--- src/rtl/downcounter_bit_cell.sv ---
// One stage of the down-counter: a single flop that toggles when borrow_in
// is high, plus the ripple term that propagates the borrow to the next bit.
module downcounter_bit_cell (
  input  logic clk,
  input  logic rst,
  input  logic borrow_in,
  input  logic load,
  input  logic load_bit,
  output logic q,
  output logic borrow_out
);

  logic q_q;
  logic q_d;

  always_comb begin
    q_d = q_q;
    if (load) begin
      q_d = load_bit;
    end else if (borrow_in) begin
      q_d = ~q_q;
    end
  end

  always_ff @(posedge clk or negedge rst) begin
    if (!rst) begin
      q_q <= 1'b0;
    end else begin
      q_q <= q_d;
    end
  end

  // A bit that is already 0 must borrow from the next bit up.
  assign borrow_out = ~q_q & borrow_in;
  assign q          = q_q;

endmodule

--- src/rtl/binary_downcounter_reload.sv ---
// Loadable, cascadable binary down-counter with borrow-out and sticky done.
// Define BINARY_DOWNCOUNTER_AUTO_RELOAD_EN to reload the last loaded value on underflow.
module binary_downcounter_reload #(
  parameter int BITS = 8
) (
  input  logic            clk,
  input  logic            rst,
  input  logic            ena,
  input  logic            load,
  input  logic [BITS-1:0] load_val,
  output logic [BITS-1:0] out,
  output logic            zero,
  output logic            unf,
  output logic            done
);

  logic [BITS:0]   borrow;
  logic            cell_load;
  logic [BITS-1:0] cell_val;
  logic            done_q;
  logic            done_d;

  // Gating with rst keeps unf low while reset is held, whatever ena does.
  assign borrow[0] = ena & ~load & rst;

`ifdef BINARY_DOWNCOUNTER_AUTO_RELOAD_EN
  logic [BITS-1:0] reload_q;
  logic [BITS-1:0] reload_d;

  always_comb begin
    reload_d = reload_q;
    if (load) begin
      reload_d = load_val;
    end
  end

  always_ff @(posedge clk or negedge rst) begin
    if (!rst) begin
      reload_q <= '0;
    end else begin
      reload_q <= reload_d;
    end
  end

  // Underflow reuses the cells' load path so the wrap value is replaced.
  assign cell_load = load | borrow[BITS];
  assign cell_val  = load ? load_val : reload_q;
`else
  assign cell_load = load;
  assign cell_val  = load_val;
`endif

  for (genvar i = 0; i < BITS; i++) begin : g_bit
    downcounter_bit_cell u_cell (
      .clk        (clk),
      .rst        (rst),
      .borrow_in  (borrow[i]),
      .load       (cell_load),
      .load_bit   (cell_val[i]),
      .q          (out[i]),
      .borrow_out (borrow[i+1])
    );
  end

  always_comb begin
    done_d = done_q;
    if (load) begin
      done_d = 1'b0;
    end else if (borrow[BITS]) begin
      done_d = 1'b1;
    end
  end

  always_ff @(posedge clk or negedge rst) begin
    if (!rst) begin
      done_q <= 1'b0;
    end else begin
      done_q <= done_d;
    end
  end

  assign unf  = borrow[BITS];
  assign zero = (out == '0);
  assign done = done_q;

endmodule

--- config.mk ---
export PLATFORM = sky130hd
export DESIGN_NAME = binary_downcounter_reload
export DESIGN_NICKNAME = d
export VERILOG_FILES = /design/src/rtl/downcounter_bit_cell.sv /design/src/rtl/binary_downcounter_reload.sv
export SDC_FILE = /design/constraint.sdc
export NUM_CORES = 1
export LEC_CHECK = 0
export BUFFER_PORTS_ARGS = -buffer_cell sky130_fd_sc_hd__buf_4
export CAP_MARGIN = 0
export CORE_AREA = 2 2 39 41
export CTS_CLUSTER_SIZE = 8
export DETAILED_ROUTE_END_ITERATION = 8
export DIE_AREA = 0 0 41 43
export GPL_TIMING_DRIVEN = 0
export MAX_ROUTING_LAYER = met4
export PLACE_DENSITY = 0.68
export SLEW_MARGIN = 10
export SYNTH_ARGS = -nofsm -noshare
export SYNTH_HDL_FRONTEND = slang
export SYNTH_SLANG_ARGS = --single-unit
--- constraint.sdc ---
create_clock -name clk -period 2.05 [get_ports clk]
set_input_delay 0 -clock clk [delete_from_list [all_inputs] [get_ports clk]]
set_output_delay 0 -clock clk [all_outputs]
set_load 0.05 [all_outputs]
# [Word level (Yosys, flattened, before mapping)]
# Index checks and enable logic that the tools add are counted.
[word_totals] out_inout_bits=11 register_bits=9
[op_classes] n_reduce_logical=10 n_bitwise=19 muxes=18
[op_table] operator="$mux 1" n=18
[op_table] operator="$reduce_bool 2->1" n=9
[op_table] operator="$and 1x1->1" n=10
[op_table] operator="$not 1->1" n=9
[op_table] operator="$logic_not 8->1" n=1

# [Longest topological paths before layout]
[depth] word_depth=13 mapped_depth=4 ltp_nobuf=3

# [Hierarchy]
# Synthesis repeated with hierarchy kept, for this count alone.
[unflattened] cells_unflattened=48 area_unflattened_um2=469.2
[by_module_without_submodules] mod="downcounter_bit_cell" cells_per_inst=5 n_inst=8 area_each_um2=51.3
[by_module_without_submodules] mod="binary_downcounter_reload" cells_per_inst=8 n_inst=1 area_each_um2=58.8

# [Least setup slack after synthesis]
# Ideal clock, no wire load.
[synth_path] path_type="register to output" startpoint="register g_bit[2].u_cell.q_q" endpoint="output unf" path_stages_with_launch=4 arrival_time_ns=2.073 required_time_ns=2.050 path_slack_ns=-0.023 path_cell_list="dfrtp_1 or4_4 or4_4 nor2_1"
[synth_between] elab_chain_cells=7
[synth_lines] item="from (decl)" line_no="downcounter_bit_cell.sv:13" rtl="logic q_q;"
[synth_lines] item="from (signal assigned)" line_no="downcounter_bit_cell.sv:29" rtl="q_q <= q_d;"
[synth_lines] item="$not 1->1" line_no="downcounter_bit_cell.sv:34" rtl="assign borrow_out = ~q_q & borrow_in;"
[synth_lines] item="$and 1x1->1 (6 in series)" line_no="downcounter_bit_cell.sv:34"
[synth_lines] item="to (decl)" line_no="binary_downcounter_reload.sv:13" rtl="output logic unf,"
# No other way between the ends.

# [Worst setup path in the final report]
[layout_path] startpoint="register g_bit[3].u_cell.q_q" endpoint="output unf"
[layout_between] elab_chain_cells=6
[layout_lines] item="from (decl)" line_no="downcounter_bit_cell.sv:13"
[layout_lines] item="from (signal assigned)" line_no="downcounter_bit_cell.sv:29"
[layout_lines] item="$not 1->1" line_no="downcounter_bit_cell.sv:34"
[layout_lines] item="$and 1x1->1 (5 in series)" line_no="downcounter_bit_cell.sv:34"
# No other way between the ends.

==> flow_metrics.env <==
export IMPL_outcome="completed"
export IMPL_reg2reg_slack_ns=0.40
export IMPL_synthXorXnorAreaFrac_pct=3.28
export IMPL_cpLargestDelayFamily="simple AND/OR/NAND/NOR gates"
export IMPL_grt_max_degree=12
export IMPL_endpoint_kind="output pin"
export IMPL_cp_required_ns=2.05
export IMPL_synth_seq_cells=9
export IMPL_max_stage_delay_ns=0.57
export IMPL_synth_compound_area_share_pct=20.1
export IMPL_area_growth_synth_to_final_pct=55.3
export IMPL_worst_path_buf_inv=1
export IMPL_core_area_um2=1380
export IMPL_netlist_instances=56
export IMPL_path_depth=4
export IMPL_cp_common_cell="or4_4"
export IMPL_start_util_pct=38.6
export IMPL_grt_pass1_wl_um=1900
export IMPL_grt_busiest_layer="met2"
export IMPL_cts_buffers=3
export IMPL_synth_distinct_cells=23
export IMPL_grt_pass1_vias=442
export IMPL_worstPathCellList="or4_4 -> or4_4 -> nor2_2 -> buf_6"
export IMPL_drc=0
export IMPL_worst_skew_pair_late_latency_ns=0.26
export IMPL_first_pass_iters=3
export IMPL_fin_nets=103
export IMPL_clk_pin_slew_ns=0.06
export IMPL_fmax_ghz=0.506
export IMPL_grt_use_total_pct=16.0
export IMPL_fillers=125
export IMPL_grtUsageMet2_pct=25.9
export IMPL_num_rows=14
export IMPL_gr_total_overflow=0
export IMPL_r2r_start="g_bit[3].u_cell.q$_DFFE_PN0P_"
export IMPL_wl_per_cell_um=10.9
export IMPL_yosys_top_cells_area="dfrtp_1 (42%), buf_4 (11%), a31oi_1 (4.7%)"
export IMPL_drv_slew=0
export IMPL_p_leak_nw=0.364
export IMPL_worst_path_max_fanout=6
export IMPL_worstMarginPinSlew_ns=0.459
export IMPL_dieHeight_um=43
export IMPL_slowest_stage="or4_4"
export IMPL_r2r_end="g_bit[7].u_cell.q$_DFFE_PN0P_"
export IMPL_io_buffers=21
export IMPL_cts_root_buf="clkbuf_4"
export IMPL_setup_violations=0
export IMPL_viasPerCell=4.77
export IMPL_drt_iter0_drc=5
export IMPL_endpoint="unf"
export IMPL_grt_use_met3_pct=1.57
export IMPL_worstRegToRegCells=3
export IMPL_final_common_cell="buf_4"
export IMPL_yosys_area_top_type="dfrtp_1"
export IMPL_cts_sinks=9
export IMPL_diodes=0
export IMPL_routed_wl_um=1160
export IMPL_peakVddDrop_uv=331
export IMPL_finalClockSkew_ns=0.0119
export IMPL_arrival_ns=1.98
export IMPL_period_needed_ns=1.98
export IMPL_die_width_um=41
export IMPL_synthMuxAreaShare_pct=0
export IMPL_yosysSeqAreaShare_pct=42.2
export IMPL_synth_top_family_by_area="simple AND/OR/NAND/NOR gates"
export IMPL_maxSlewHeadroom_pct=69.4
export IMPL_hold_viol=0
export IMPL_design_area_um2=830
export IMPL_hp_class="input port to flip-flop"
export IMPL_hpwl_um=784
export IMPL_use_met1_pct=19.5
export IMPL_cts_htree_levels=1
export IMPL_drive_above_1_share_pct=47.8
export IMPL_startpoint="g_bit[3].u_cell.q$_DFFE_PN0P_"
export IMPL_ys_warn_count=0
export IMPL_num_vias=506
export IMPL_postPlaceCellArea_um2=714
export IMPL_grt_antenna_before_repair=0
export IMPL_fin_crit_sh_pct=96.4
export IMPL_startpoint_type="flip-flop"
export IMPL_yosys_area_share_simple_pct=20.4
export IMPL_maxCapViolations=0
export IMPL_final_cell_mix="buf_4 (31), dfrtp_1 (7), dlygate4sd3_1 (6)"
export IMPL_cts_max_path_buffers=2
export IMPL_postSynthAreaPerCell_um2=9.54
export IMPL_die_area_um2=1760
export IMPL_cts_tree="yes"
export IMPL_power_mw=0.539
export IMPL_gp_congestion=0.729
export IMPL_synthesis_nets=68
export IMPL_io_pins=23
export IMPL_synthesis_area_um2=534
export IMPL_worstSetupPathType="flip-flop to output pin"
export IMPL_synth_top_area_share_pct=42.2
export IMPL_power_density_nw_per_um2=650
export IMPL_yosys_area_share_adder_pct=0
export IMPL_postRouteAntennaNets=0
-- worst reg2reg max path, delay by kind of cell (launching register included) --
kind	cells	cell delay (ns)
DFF	1	0.43
and+or+nand+nor	2	0.99
AOI/OAI and AO/OA	1	0.17
-- where the power goes --
part / internal (mW) / switching [mW] / leakage (nW)
clock: 0.0747 / 0.0607 / 0.0150
combinational: 0.0869 / 0.101 / 0.245
sequential: 0.195 / 0.0208 / 0.104
-- layer usage --
layer | up-vias | share of wire (%) | wire length (um)
met3 | 2 | 3.3 | 38
met2 | 11 | 50 | 582
li1 | 268 | - | -
met5 | - | 0 | 0
met1 | 225 | 45 | 526
met4 | 0 | 1.2 | 14
-- Yosys cell counts --
master / number
dfrtp_1: 9
buf_4: 8
nor2_1: 6
a31oi_1: 4
o21ai_0: 4
nand2_1: 3
clkbuf_1: 2
o41ai_1: 2
or4_1: 2
or4_4: 2
xor2_1: 2
a21oi_2: 1
a221o_1: 1
clkinv_1: 1
inv_1: 1
nand4bb_1: 1
nor2b_1: 1
nor4_1: 1
o22a_1: 1
o31a_2: 1
o31ai_1: 1
or2_0: 1
or3_2: 1
-- cells by family after synthesis --
logic type | after synthesis
xor+xnor | 2
compound gates | 15
simple gates | 18
buf+inv | 12
flops | 9
-- how the worst min path moves through the flow --
stage / startpoint / to / depth (start not counted)
after CTS: load_val[3] / g_bit[3].u_cell.q$_DFFE_PN0P_ / 3
after detailed placement: rst / g_bit[0].u_cell.q$_DFFE_PN0P_ / 1
final: load_val[3] / g_bit[3].u_cell.q$_DFFE_PN0P_ / 3
after floorplan: rst / done$_DFFE_PN0P_ / 0
after global placement: rst / g_bit[0].u_cell.q$_DFFE_PN0P_ / 1
after global routing: load_val[3] / g_bit[3].u_cell.q$_DFFE_PN0P_ / 3
-- flip-flops by register name (all words and copies together) (netlist names) --
signal,cells
done,1
g_bit.u_cell.q,8
-- stage by stage --
stage          cells  util [%]  setup WS (ns)  setup TNS (ns)  hold slack [ns]
6_report         106      59.9         0.0745               0           0.0130
5_1_grt          106      59.9        -0.0116         -0.0116           0.0111
4_1_cts          103      57.9         0.0243               0          0.00980
3_5_place_dp      93      51.6          0.298               0           -0.165
3_3_place_gp      93      51.6          0.310               0           -0.164
2_1_floorplan     56         -          0.203               0           -0.296
-- final cells by class --
| type | count | area (um^2) | share of cell area (%) |
|---|---|---|---|
| well taps | 16 | 20.0 | 2.41 |
| plain buffers | 10 | 67.6 | 8.14 |
| inverters | 2 | 7.51 | 0.905 |
| repair buffers | 30 | 244 | 29.4 |
| multi-input cells | 35 | 236 | 28.5 |
| clock buffers | 4 | 26.3 | 3.17 |
| flip-flops and latches | 9 | 228 | 27.5 |
-- what timing repair did --
action,CTS,global route
gates resized for setup,0,3
hold buffers,6,0
endpoints found under the hold margin,14,0
buffers inserted,0,3
endpoints found under the setup margin,0,1
Note: power is estimated with default switching activity, not from simulation.
